### config.mk
export PLATFORM = sky130hd
export DESIGN_NAME = riscv_fetch_queue
export DESIGN_NICKNAME = d
export VERILOG_FILES = /design/src/rtl/riscv_pkg.sv /design/src/rtl/riscv_fetch_fifo.sv /design/src/rtl/riscv_fetch_queue.sv
export SDC_FILE = /design/constraint.sdc
export NUM_CORES = 1
export LEC_CHECK = 0
export CAP_MARGIN = 10
export CORE_MARGIN = 8
export CORE_UTILIZATION = 53
export DETAILED_ROUTE_END_ITERATION = 10
export HOLD_SLACK_MARGIN = 0.03
export PLACE_DENSITY = 0.82
export SYNTH_ARGS = -nofsm -noshare
export SYNTH_HDL_FRONTEND = slang
export SYNTH_SLANG_ARGS = --single-unit
### constraint.sdc
create_clock -name clk -period 3.5 [get_ports clk]
set_clock_uncertainty 0.15 [all_clocks]
set_input_delay 0.7 -clock clk [delete_from_list [all_inputs] [get_ports clk]]
set_output_delay 0.7 -clock clk [all_outputs]
set_load 0.005 [all_outputs]
### src/rtl/riscv_pkg.sv
// rtl/riscv_pkg.sv - shared fetch-stage types and defaults
package riscv_pkg;

    localparam int XLEN_DEFAULT = 32;
    localparam int INST_W       = 32;
    localparam logic [XLEN_DEFAULT-1:0] RESET_PC_DEFAULT = '0;

    typedef struct packed {
        logic [INST_W-1:0]       inst;
        logic [XLEN_DEFAULT-1:0] pc;
    } fetch_entry_t;

endpackage

### src/rtl/riscv_fetch_fifo.sv
// rtl/riscv_fetch_fifo.sv - synchronous FIFO of fetch entries; flush beats push and pop
module riscv_fetch_fifo
    import riscv_pkg::*;
#(
    parameter int DEPTH = 4
) (
    input  logic                     clk,
    input  logic                     rst_n,
    input  logic                     push,
    input  fetch_entry_t             push_data,
    input  logic                     pop,
    input  logic                     flush,
    output fetch_entry_t             head,
    output logic [$clog2(DEPTH):0]   count
);

    localparam int AW = $clog2(DEPTH);
    localparam int CW = AW + 1;

    logic [AW-1:0] wr_ptr_q, wr_ptr_d;
    logic [AW-1:0] rd_ptr_q, rd_ptr_d;
    logic [CW-1:0] count_q, count_d;
    fetch_entry_t  mem_q [DEPTH];

    always_comb begin
        wr_ptr_d = wr_ptr_q;
        rd_ptr_d = rd_ptr_q;
        count_d  = count_q;
        if (flush) begin
            wr_ptr_d = '0;
            rd_ptr_d = '0;
            count_d  = '0;
        end else begin
            if (push) wr_ptr_d = wr_ptr_q + AW'(1);
            if (pop)  rd_ptr_d = rd_ptr_q + AW'(1);
            count_d = count_q + CW'(push) - CW'(pop);
        end
    end

    // Storage is reset so the head reads as zero before the first push.
    always_ff @(posedge clk or negedge rst_n) begin
        if (!rst_n) begin
            wr_ptr_q <= '0;
            rd_ptr_q <= '0;
            count_q  <= '0;
            for (int i = 0; i < DEPTH; i++) mem_q[i] <= '0;
        end else begin
            wr_ptr_q <= wr_ptr_d;
            rd_ptr_q <= rd_ptr_d;
            count_q  <= count_d;
            if (push && !flush) mem_q[wr_ptr_q] <= push_data;
        end
    end

    assign head  = mem_q[rd_ptr_q];
    assign count = count_q;

endmodule

### src/rtl/riscv_fetch_queue.sv
// rtl/riscv_fetch_queue.sv - fetch PC/credit/drop logic; FETCH_STALL_CNT_EN adds stall_cnt
module riscv_fetch_queue
    import riscv_pkg::*;
#(
    parameter int              XLEN     = XLEN_DEFAULT,
    parameter int              DEPTH    = 4,
    parameter logic [XLEN-1:0] RESET_PC = RESET_PC_DEFAULT
) (
    input  logic            clk,
    input  logic            rst_n,
    output logic            imem_req_valid,
    output logic [XLEN-1:0] imem_req_addr,
    input  logic            imem_req_ready,
    input  logic            imem_rsp_valid,
    input  logic [31:0]     imem_rsp_data,
    output logic            inst_valid,
    output logic [31:0]     inst,
    output logic [XLEN-1:0] inst_pc,
    input  logic            inst_ready,
    input  logic            redirect_valid,
    input  logic [XLEN-1:0] redirect_pc
`ifdef FETCH_STALL_CNT_EN
    ,
    output logic [31:0]     stall_cnt
`endif
);

    localparam int CW = $clog2(DEPTH) + 1;

    logic [XLEN-1:0] pc_q, pc_d;
    logic [XLEN-1:0] rsp_pc_q, rsp_pc_d;
    logic [CW-1:0]   outstanding_q, outstanding_d;
    logic [CW-1:0]   drop_cnt_q, drop_cnt_d;
    logic            req_valid_q, req_valid_d;
    logic [CW-1:0]   count, count_next;
    logic            accept, push, pop;
    logic [XLEN-1:0] redirect_tgt;
    fetch_entry_t    push_entry, head;

    always_comb begin
        accept        = req_valid_q && imem_req_ready;
        push          = imem_rsp_valid && (drop_cnt_q == '0) && !redirect_valid;
        pop           = (count != '0) && inst_ready && !redirect_valid;
        redirect_tgt  = redirect_pc & ~XLEN'(3);
        outstanding_d = outstanding_q + CW'(accept) - CW'(imem_rsp_valid);
        pc_d          = pc_q;
        rsp_pc_d      = rsp_pc_q;
        drop_cnt_d    = drop_cnt_q;
        count_next    = count + CW'(push) - CW'(pop);
        if (redirect_valid) begin
            // Everything still in flight after this edge is stale, including a same-cycle accept.
            pc_d       = redirect_tgt;
            rsp_pc_d   = redirect_tgt;
            drop_cnt_d = outstanding_d;
            count_next = '0;
        end else begin
            if (accept) pc_d = pc_q + XLEN'(4);
            if (push)   rsp_pc_d = rsp_pc_q + XLEN'(4);
            if (imem_rsp_valid && (drop_cnt_q != '0)) drop_cnt_d = drop_cnt_q - CW'(1);
        end
        req_valid_d = ({1'b0, count_next} + {1'b0, outstanding_d}) < (CW + 1)'(DEPTH);
        push_entry.inst = imem_rsp_data;
        push_entry.pc   = XLEN_DEFAULT'(rsp_pc_q);
    end

    always_ff @(posedge clk or negedge rst_n) begin
        if (!rst_n) begin
            pc_q          <= RESET_PC;
            rsp_pc_q      <= RESET_PC;
            outstanding_q <= '0;
            drop_cnt_q    <= '0;
            req_valid_q   <= 1'b0;
        end else begin
            pc_q          <= pc_d;
            rsp_pc_q      <= rsp_pc_d;
            outstanding_q <= outstanding_d;
            drop_cnt_q    <= drop_cnt_d;
            req_valid_q   <= req_valid_d;
        end
    end

    riscv_fetch_fifo #(.DEPTH(DEPTH)) u_fifo (
        .clk       (clk),
        .rst_n     (rst_n),
        .push      (push),
        .push_data (push_entry),
        .pop       (pop),
        .flush     (redirect_valid),
        .head      (head),
        .count     (count)
    );

    assign imem_req_valid = req_valid_q;
    assign imem_req_addr  = pc_q;
    assign inst_valid     = (count != '0);
    assign inst           = head.inst;
    assign inst_pc        = XLEN'(head.pc);

`ifdef FETCH_STALL_CNT_EN
    logic [31:0] stall_cnt_q, stall_cnt_d;

    always_comb begin
        stall_cnt_d = stall_cnt_q;
        if (((inst_valid && !inst_ready) || (req_valid_q && !imem_req_ready)) && (stall_cnt_q != '1))
            stall_cnt_d = stall_cnt_q + 32'd1;
    end

    always_ff @(posedge clk or negedge rst_n) begin
        if (!rst_n) stall_cnt_q <= '0;
        else        stall_cnt_q <= stall_cnt_d;
    end

    assign stall_cnt = stall_cnt_q;
`endif

`ifndef SYNTHESIS
    always_ff @(posedge clk) begin
        if (rst_n) assert (!(imem_rsp_valid && (outstanding_q == '0)));
    end
`endif

endmodule

==> results of run 1 <==
==> worst max path at each step <==
| stage | slack [ps] | to |
|---|---|---|
| 3_3_place_gp | -30 | imem_req_valid |
| 2_1_floorplan | 80 | imem_req_valid |
| 3_5_place_dp | -140 | imem_req_valid |
| 4_1_cts | 90 | inst_pc[18] |
| 6_report | 150 | inst_pc[18] |
| 5_1_grt | 30 | inst_pc[18] |
==> area by class of cell <==
cell class	instances	area share [%]
timing repair buffer	191	10.7
antenna	1	0.0137
multi-input combinational	654	36.0
tap	378	2.60
clock buffer	48	5.52
sequential	322	44.3
inverter	16	0.330
clock inverter	8	0.515
==> through the flow <==
step           setup TNS, ps  hold WS (ps)  setup WS (ps)  power (mW)  util (%)
2_1_floorplan              0           254           80.4        7.33         -
3_5_place_dp            -140           338           -140        9.45      61.6
6_report                   0          49.5            154        12.9      65.5
5_1_grt                    0           106           31.1        13.6      65.5
4_1_cts                    0          81.7           93.7        13.1      65.5
3_3_place_gp           -28.5           331          -28.5        9.29      61.6
==> where the power goes <==
group	switching, mW	internal (mW)	leakage (nW)
clock network	1.41	2.14	0.547
registers	0.594	4.56	4.18
logic	1.51	2.69	3.37
==> cells by family (layout without fill, tap and decap cells) <==
kind of cell | after synthesis | in the layout
other | 1 | 5
and+or+nand+nor | 195 | 195
muxes | 331 | 331
adders and majority gates | 16 | 16
xor gates and xnor gates | 28 | 28
AOI/OAI and AO/OA | 80 | 80
DFF | 322 | 322
buffers and inverters | 96 | 263
==> registers in the layout, indices dropped and copies added (netlist names) <==
| register | flops |
|---|---|
| drop_cnt_q | 3 |
| rsp_pc_q | 30 |
| u_fifo.mem_q | 248 |
| u_fifo.rd_ptr_q | 2 |
| imem_req_addr | 30 |
| outstanding_q | 3 |
| u_fifo.wr_ptr_q | 2 |
| u_fifo.count | 3 |
| imem_req_valid | 1 |
==> routing by layer <==
metal,routed length [um],GRT usage [%]
met1,13900,25.4
met2,17500,34.9
met3,1520,3.42
met4,746,5.39
met5,0,0
==> cells in the final DEF, fill, tap and decap left out, types with 14 or more instances in the layout <==
| cell | synthesis | layout |
|---|---|---|
| xnor2_1 | 21 | 21 |
| inv_1 | 15 | 15 |
| o31ai_1 | 18 | 18 |
| mux2_2 | 267 | 267 |
| dfrtp_1 | 322 | 320 |
| mux4_2 | 62 | 62 |
| or4_1 | 17 | 17 |
| nand4_1 | 23 | 23 |
| clkbuf_16 | 0 | 35 |
| nand3_1 | 22 | 22 |
| buf_4 | 4 | 21 |
| ha_1 | 14 | 14 |
| nor2_1 | 27 | 27 |
| and4_1 | 15 | 15 |
| clkdlybuf4s50_1 | 0 | 160 |
| nand2_1 | 37 | 33 |
| a31oi_1 | 29 | 29 |
==> impl_metrics.tcl, run 1 <==
set metrics [dict create \
    yosysTopAreaCell "dfrtp_1" \
    clockBufferDepth 3 \
    grt_pass1_vias 10300 \
    syn_area_sq_um 15000 \
    critPathMaxStageDelay_ps 640 \
    finalNonFillerCells 1618 \
    cp.depth 3 \
    syn_avg_cell_area_sq_um 14.0 \
    drive_above_1_share_pct 33.9 \
    worstReg2RegStart "u_fifo.count[1]" \
    fmax_mhz 299 \
    drv_cap 0 \
    grt_max_degree 91 \
    path_max_fanout 25 \
    synth_top_flop_cell "dfrtp_1" \
    place_inst 1561 \
    vdd_drop_max_mv 0.485 \
    regArea_sq_um 8060 \
    clkTransAtPathRegs_ps 60 \
    die_w_um 184 \
    multi_input_area_sq_um 6560 \
    first_pass_iters 5 \
    synthAdderAreaFrac_pct 1.44 \
    dpl.hpwl_um 22400 \
    synth_edf_count 0 \
    place_area_sq_um 17100 \
    nNetsFinal 1306 \
    fillers 1967 \
    worstSkewPairLatency_ps 500 \
    ys_top_cells_by_count "dfrtp_1 (322), mux2_2 (267), mux4_2 (62), clkbuf_1 (61), nand2_1 (37)" \
    leakage_nw 8.09 \
    pin_count 168 \
    cp_data_arrival_time_ps 2500 \
    ys_seq_area_share_pct 53.8 \
    required_ps 2650 \
    regToRegSetupSlack_ps 270 \
    startpoint_type "flop" \
    synth_xor_area_share_pct 1.64 \
    numCtsBuffers 35 \
    synth_cells 1069 \
    syn_to_final_growth_pct 21.6 \
    synthDistinctLibCells 43 \
    synth_top_family_by_area "multiplexers" \
    synth-simple-area-share_pct 7.38 \
    cts_tree "done" \
    fp-row-count 61 \
    path_class "flop to output port" \
    ys_top_cells_by_area "dfrtp_1 (54%), mux2_2 (20%), mux4_2 (9.3%)" \
    design_area_sq_um 18200 \
    grt_pass1_wl_um 54400 \
    antenna_found_initial 1 \
    synth_mux_area_share_pct 29.5 \
    start_util_pct 53.9 \
    worstHoldPathType "input port to async pin" \
    worst_path_max_delay_cell "dfrtp_4" \
    rsz0062_at_grt "no" \
    report.final.slew_viol_count 0 \
    relSlewSlack_pct 48.0 \
    track_usage_pct 20.0 \
    status "complete, no violations" \
    drc 0 \
    yosys_warnings 0 \
    worstReg2RegEnd "imem_req_valid" \
    fin_crit_sh_pct 95.6 \
    hold_buffers 0 \
    synth_compound_area_share_pct 3.51 \
    vias 9576 \
    ant_nets 0 \
    place_congestion 0.832 \
    routed_wl_um 33700 \
    power.density_nw_per_um2 709 \
    io_buffers 161 \
    tightestPinTransition_ps 774 \
    synthArstFlopShare_pct 100 \
    drtIter0Drc 625 \
    routedWlPerCell_um 20.8 \
    synth_top_area_share_pct 53.8 \
    setup_violations 0 \
    grt-ovfl-total 0 \
    vias_per_cell 5.92 \
    design.die.area_sq_um 33900 \
    startpoint "u_fifo.rd_ptr_q[0]" \
    synth_seq_cells 322 \
    yosysMostFrequentCell "dfrtp_1" \
    worst_setup_path_end_kind "output port" \
    rr_worst_depth 14 \
    die_h_um 184 \
    htreeDepth 2 \
    cts_root_buf "clkbuf_16" \
    timing_hold_violations_final 0 \
    crit_family "buffers and inverters" \
    postCtsSetupBuffers 0 \
    cts_num_sinks 322 \
    path_cells "buf_12 -> mux4_2 -> clkdlybuf4s50_1" \
    path_buf_inv 2 \
    min_period_ps 3350 \
    cts-resized-gates 0 \
    coreArea_sq_um 27800 \
]
No activity file was read; power rests on OpenSTA's default activity.
==> run 2, diff against run 1 <==
Settings changed: CTS_CLUSTER_SIZE set to 12, SLEW_MARGIN set to 10.
==> impl_metrics.tcl, run 2 (synthesis gave the netlist of run 1 again) <==
set metrics [dict create \
    routedWlPerCell_um 20.8 \
    pin_count 168 \
    p_sw_share_pct 27.5 \
    switchingPower_mw 3.52 \
    hold_buffers 0 \
    rsz0062_at_grt "no" \
    power.density_nw_per_um2 705 \
    die_w_um 184 \
    startpoint "u_fifo.rd_ptr_q[0]" \
    nNetsFinal 1306 \
    worstReg2RegStart "u_fifo.count[1]" \
    die_h_um 184 \
    layout_common_cells "dfrtp_1 (320), mux2_2 (267), clkdlybuf4s50_1 (160)" \
    postCtsSetupBuffers 0 \
    hold_ws_ps 45.9 \
    fmax_mhz 298 \
    internal_power_mw 9.30 \
    cts_tree "done" \
    vias_per_cell 5.93 \
    worstHoldPathType "input port to async pin" \
    place_congestion 0.832 \
    antenna_found_initial 1 \
    drive_above_1_share_pct 33.7 \
    top_register "u_fifo.mem_q" \
    cts-resized-gates 0 \
    htreeDepth 2 \
    p_clk_share_pct 27.0 \
    drv_cap 0 \
    worst_setup_path_end_kind "output port" \
    routed_wl_um 33700 \
    grt_max_degree 91 \
    fillers 1995 \
    io_buffers 161 \
    place_area_sq_um 17100 \
    required_ps 2650 \
    path_max_fanout 25 \
    combPwrFrac_pct 32.8 \
    syn_to_final_growth_pct 21.5 \
    first_pass_iters 5 \
    final_common_cell "dfrtp_1" \
    dr_wl_met3_um 1680 \
    place_ws_ps -140 \
    fp-row-count 61 \
    vias 9608 \
    cts_root_buf "clkbuf_16" \
    start_util_pct 53.9 \
    relSlewSlack_pct 46.5 \
    grt_pass1_vias 10300 \
    ant_nets 0 \
    vdd_drop_max_mv 0.483 \
    highest_layer "met4" \
    clockBufferDepth 3 \
    wl_met1_um 13800 \
    coreArea_sq_um 27800 \
    largest_register_ffs 248 \
    dpl.hpwl_um 22400 \
    design.die.area_sq_um 33900 \
    startpoint_type "flop" \
    cp_data_arrival_time_ps 2500 \
    drc 0 \
    fin_crit_sh_pct 95.8 \
    leakage_nw 8.08 \
    setup_violations 0 \
    min_period_ps 3350 \
    design_area_sq_um 18200 \
    clkTransAtPathRegs_ps 60 \
    timing_hold_violations_final 0 \
    numCtsBuffers 35 \
    grt_pass1_wl_um 54500 \
    cts_num_sinks 322 \
    grt-ovfl-total 0 \
    drtIter0Drc 635 \
    worstSkewPairLatency_ps 500 \
    tightestPinTransition_ps 797 \
    path_class "flop to output port" \
    wl_met2_um 17500 \
    fin_setup_tns_ps 0 \
    status "complete, no violations" \
    finalPower_mw 12.8 \
    rr_worst_depth 14 \
    pwr-share-seq_pct 40.2 \
    report.final.slew_viol_count 0 \
    track_usage_pct 20.1 \
    layout_setup_ws_ps 146 \
]
==> run 2: cell types whose count changed in the layout (fill, tap and decap cells not counted) <==
cell,before,now
bufinv_16,2,0
clkinv_2,5,3
clkbuf_1,5,10
clkbuf_8,8,10
==> run 2: final timing paths <==
path,to,slack [ps]
setup reg to reg,imem_req_valid,260
max in group asynchronous,u_fifo.mem_q[134],2140
setup / recovery,inst_pc[15],150
hold reg to reg,u_fifo.mem_q[67],350
hold / removal,u_fifo.mem_q[230],50
min in group clk,u_fifo.mem_q[67],350
==> run 2: per-layer routing <==
metal,up-vias,GRT usage (%)
li1,4295,-
met1,5005,25.3
met2,252,35.0
met3,56,3.54
met4,0,5.94
met5,-,0
==> run 2: worst max-delay path, stage by stage (launching register included) <==
cell,delay (ps)
dfrtp_4,640
buf_12,290
mux4_2,530
clkdlybuf4s50_1,540
==> run 2: cell type report <==
cell class / count / area, sq um / share of cell area, %
inverter: 16 / 60.1 / 0.330
multi-input combinational: 654 / 6560 / 36.1
clock inverter: 4 / 23.8 / 0.131
sequential: 322 / 8060 / 44.3
clock buffer: 55 / 1050 / 5.78
tap: 378 / 473 / 2.60
antenna: 1 / 2.50 / 0.0138
timing repair buffer: 191 / 1950 / 10.7
==> run 2: power groups by stage <==
| stage | Sequential [mW] | Clock, mW | Combinational [mW] |
|---|---|---|---|
| global route | 5.26 | 3.67 | 4.52 |
| global placement | 5.15 | 0 | 4.14 |
| finish | 5.16 | 3.46 | 4.20 |
| CTS | 5.15 | 3.55 | 4.28 |
| detailed placement | 5.20 | 0 | 4.25 |
| floorplan | 4.92 | 0 | 2.41 |
==> run 2: through the flow <==
step,instances,util [%]
final,1621,65.5
after global routing,1621,65.5
after CTS,1620,65.5
after detailed placement,1561,61.6
after global placement,1561,61.6
after floorplan,1072,-
==> run 3, diff against run 2 <==
Settings changed: CORE_MARGIN 8 to unset.
Clock period 3.5 ns to 4.1 ns, I/O delays scaled along.
==> impl_metrics.tcl, run 3 (synthesis gave the netlist of run 1 again) <==
set metrics [dict create \
    status "complete, no violations" \
    hold_ws_ps 166 \
    regToRegSetupSlack_ps 870 \
    first_pass_iters 5 \
    grt_max_degree 84 \
    vdd_drop_max_mv 0.398 \
    htreeDepth 2 \
    dpl.hpwl_um 21000 \
    design.die.area_sq_um 28900 \
    rsz0062_at_grt "no" \
    vias_per_cell 5.98 \
    grt_pass1_vias 9947 \
    timing_hold_violations_final 0 \
    worstSkewPairLatency_ps 510 \
    report.final.slew_viol_count 0 \
    start_util_pct 53.9 \
    die_h_um 170 \
    pin_count 168 \
    fmax_mhz 272 \
    rr_worst_depth 14 \
    setup_violations 0 \
    fin_crit_sh_pct 89.8 \
    ant_nets 0 \
    syn_to_final_growth_pct 20.8 \
    worstReg2RegEnd "imem_req_valid" \
    largest_register_ffs 248 \
    required_ps 3130 \
    cts_tree "done" \
    routedWlPerCell_um 20.2 \
    clkTransAtPathRegs_ps 60 \
    cts_root_buf "clkbuf_16" \
    clockBufferDepth 3 \
    fillers 2032 \
    grt-ovfl-total 0 \
    min_period_ps 3680 \
    drtIter0Drc 742 \
    io_buffers 161 \
    worstReg2RegStart "u_fifo.count[1]" \
    leakage_nw 8.02 \
    place_congestion 0.827 \
    drc 0 \
    fp-row-count 61 \
    startpoint "u_fifo.rd_ptr_q[0]" \
    vias 9615 \
    track_usage_pct 23.2 \
    drive_above_1_share_pct 33.2 \
    postCtsSetupBuffers 0 \
    path_class "flop to output port" \
    path_max_fanout 27 \
    numCtsBuffers 35 \
    cts-resized-gates 0 \
    hold_buffers 0 \
    nNetsFinal 1297 \
    routed_wl_um 32600 \
    worstHoldPathType "input port to async pin" \
    die_w_um 170 \
    relSlewSlack_pct 31.5 \
    cp_data_arrival_time_ps 2710 \
    tightestPinTransition_ps 1030 \
    power.density_nw_per_um2 599 \
    worst_setup_path_end_kind "output port" \
    top_register "u_fifo.mem_q" \
    drv_cap 0 \
    crit_end "inst_pc[27]" \
    antenna_found_initial 0 \
    coreArea_sq_um 27800 \
    final_common_cell "dfrtp_1" \
    fin_setup_tns_ps 0 \
    startpoint_type "flop" \
    cts_num_sinks 322 \
    layout_common_cells "dfrtp_1 (320), mux2_2 (267), clkdlybuf4s50_1 (160)" \
    grt_pass1_wl_um 52500 \
    antenna_cells 0 \
]
## run 3: cell count changes in the layout (fill, tap and decap cells not counted), sizes merged
cell,before,now
diode,1,0
clkinv,3,7
buf,31,22
clkbuf,55,49
## run 3: worst min path at each step
| stage | start | endpoint | slack [ps] |
|---|---|---|---|
| finish | rst_n | u_fifo.mem_q[38] | 170 |
| global route | rst_n | u_fifo.mem_q[38] | 210 |
| CTS | rst_n | u_fifo.mem_q[230] | 190 |
| detailed placement | u_fifo.mem_q[109] | u_fifo.mem_q[109] | 340 |
| global placement | u_fifo.mem_q[77] | u_fifo.mem_q[77] | 330 |
| floorplan | u_fifo.mem_q[71] | u_fifo.mem_q[71] | 320 |
## run 3: metal layers
layer / part of all wire (%) / GRT usage [%] / vias to the layer above
li1: - / - / 4292
met2: 51 / 39.2 / 225
met3: 4.0 / 3.28 / 46
met5: 0 / 0 / -
met4: 2.0 / 6.93 / 0
met1: 43 / 31.2 / 5052
## run 3: cell type report
class                      count  area [sq um]  share of cell area (%)
clock buffer                  49          1000                    5.53
sequential                   322          8060                    44.6
tap                          378           473                    2.61
inverter                      16          60.1                   0.332
timing repair buffer         182          1870                    10.4
clock inverter                 8          58.8                   0.325
multi-input combinational    654          6560                    36.3
## run 3: report_power, final
part	leakage [nW]	switching (mW)	internal (mW)
Sequential	4.18	0.552	3.89
Combinational	3.32	1.21	2.26
Clock	0.524	1.22	1.70
## run 3: worst max-delay path, stage by stage (launching register included)
cell             delay [ps]
dfrtp_4                 820
buf_4                   340
mux4_2                  560
clkdlybuf4s50_1         470
## run 3: through the flow
stage	utilization [%]	setup WS [ps]	std cells	cell area, sq um	power (mW)
2_1_floorplan	-	245	1072	15000	6.26
3_3_place_gp	61.3	373	1552	17000	7.85
3_5_place_dp	61.3	341	1552	17000	7.98
4_1_cts	65.1	364	1609	18100	11.0
5_1_grt	65.1	292	1609	18100	11.4
6_report	65.1	419	1609	18100	10.8
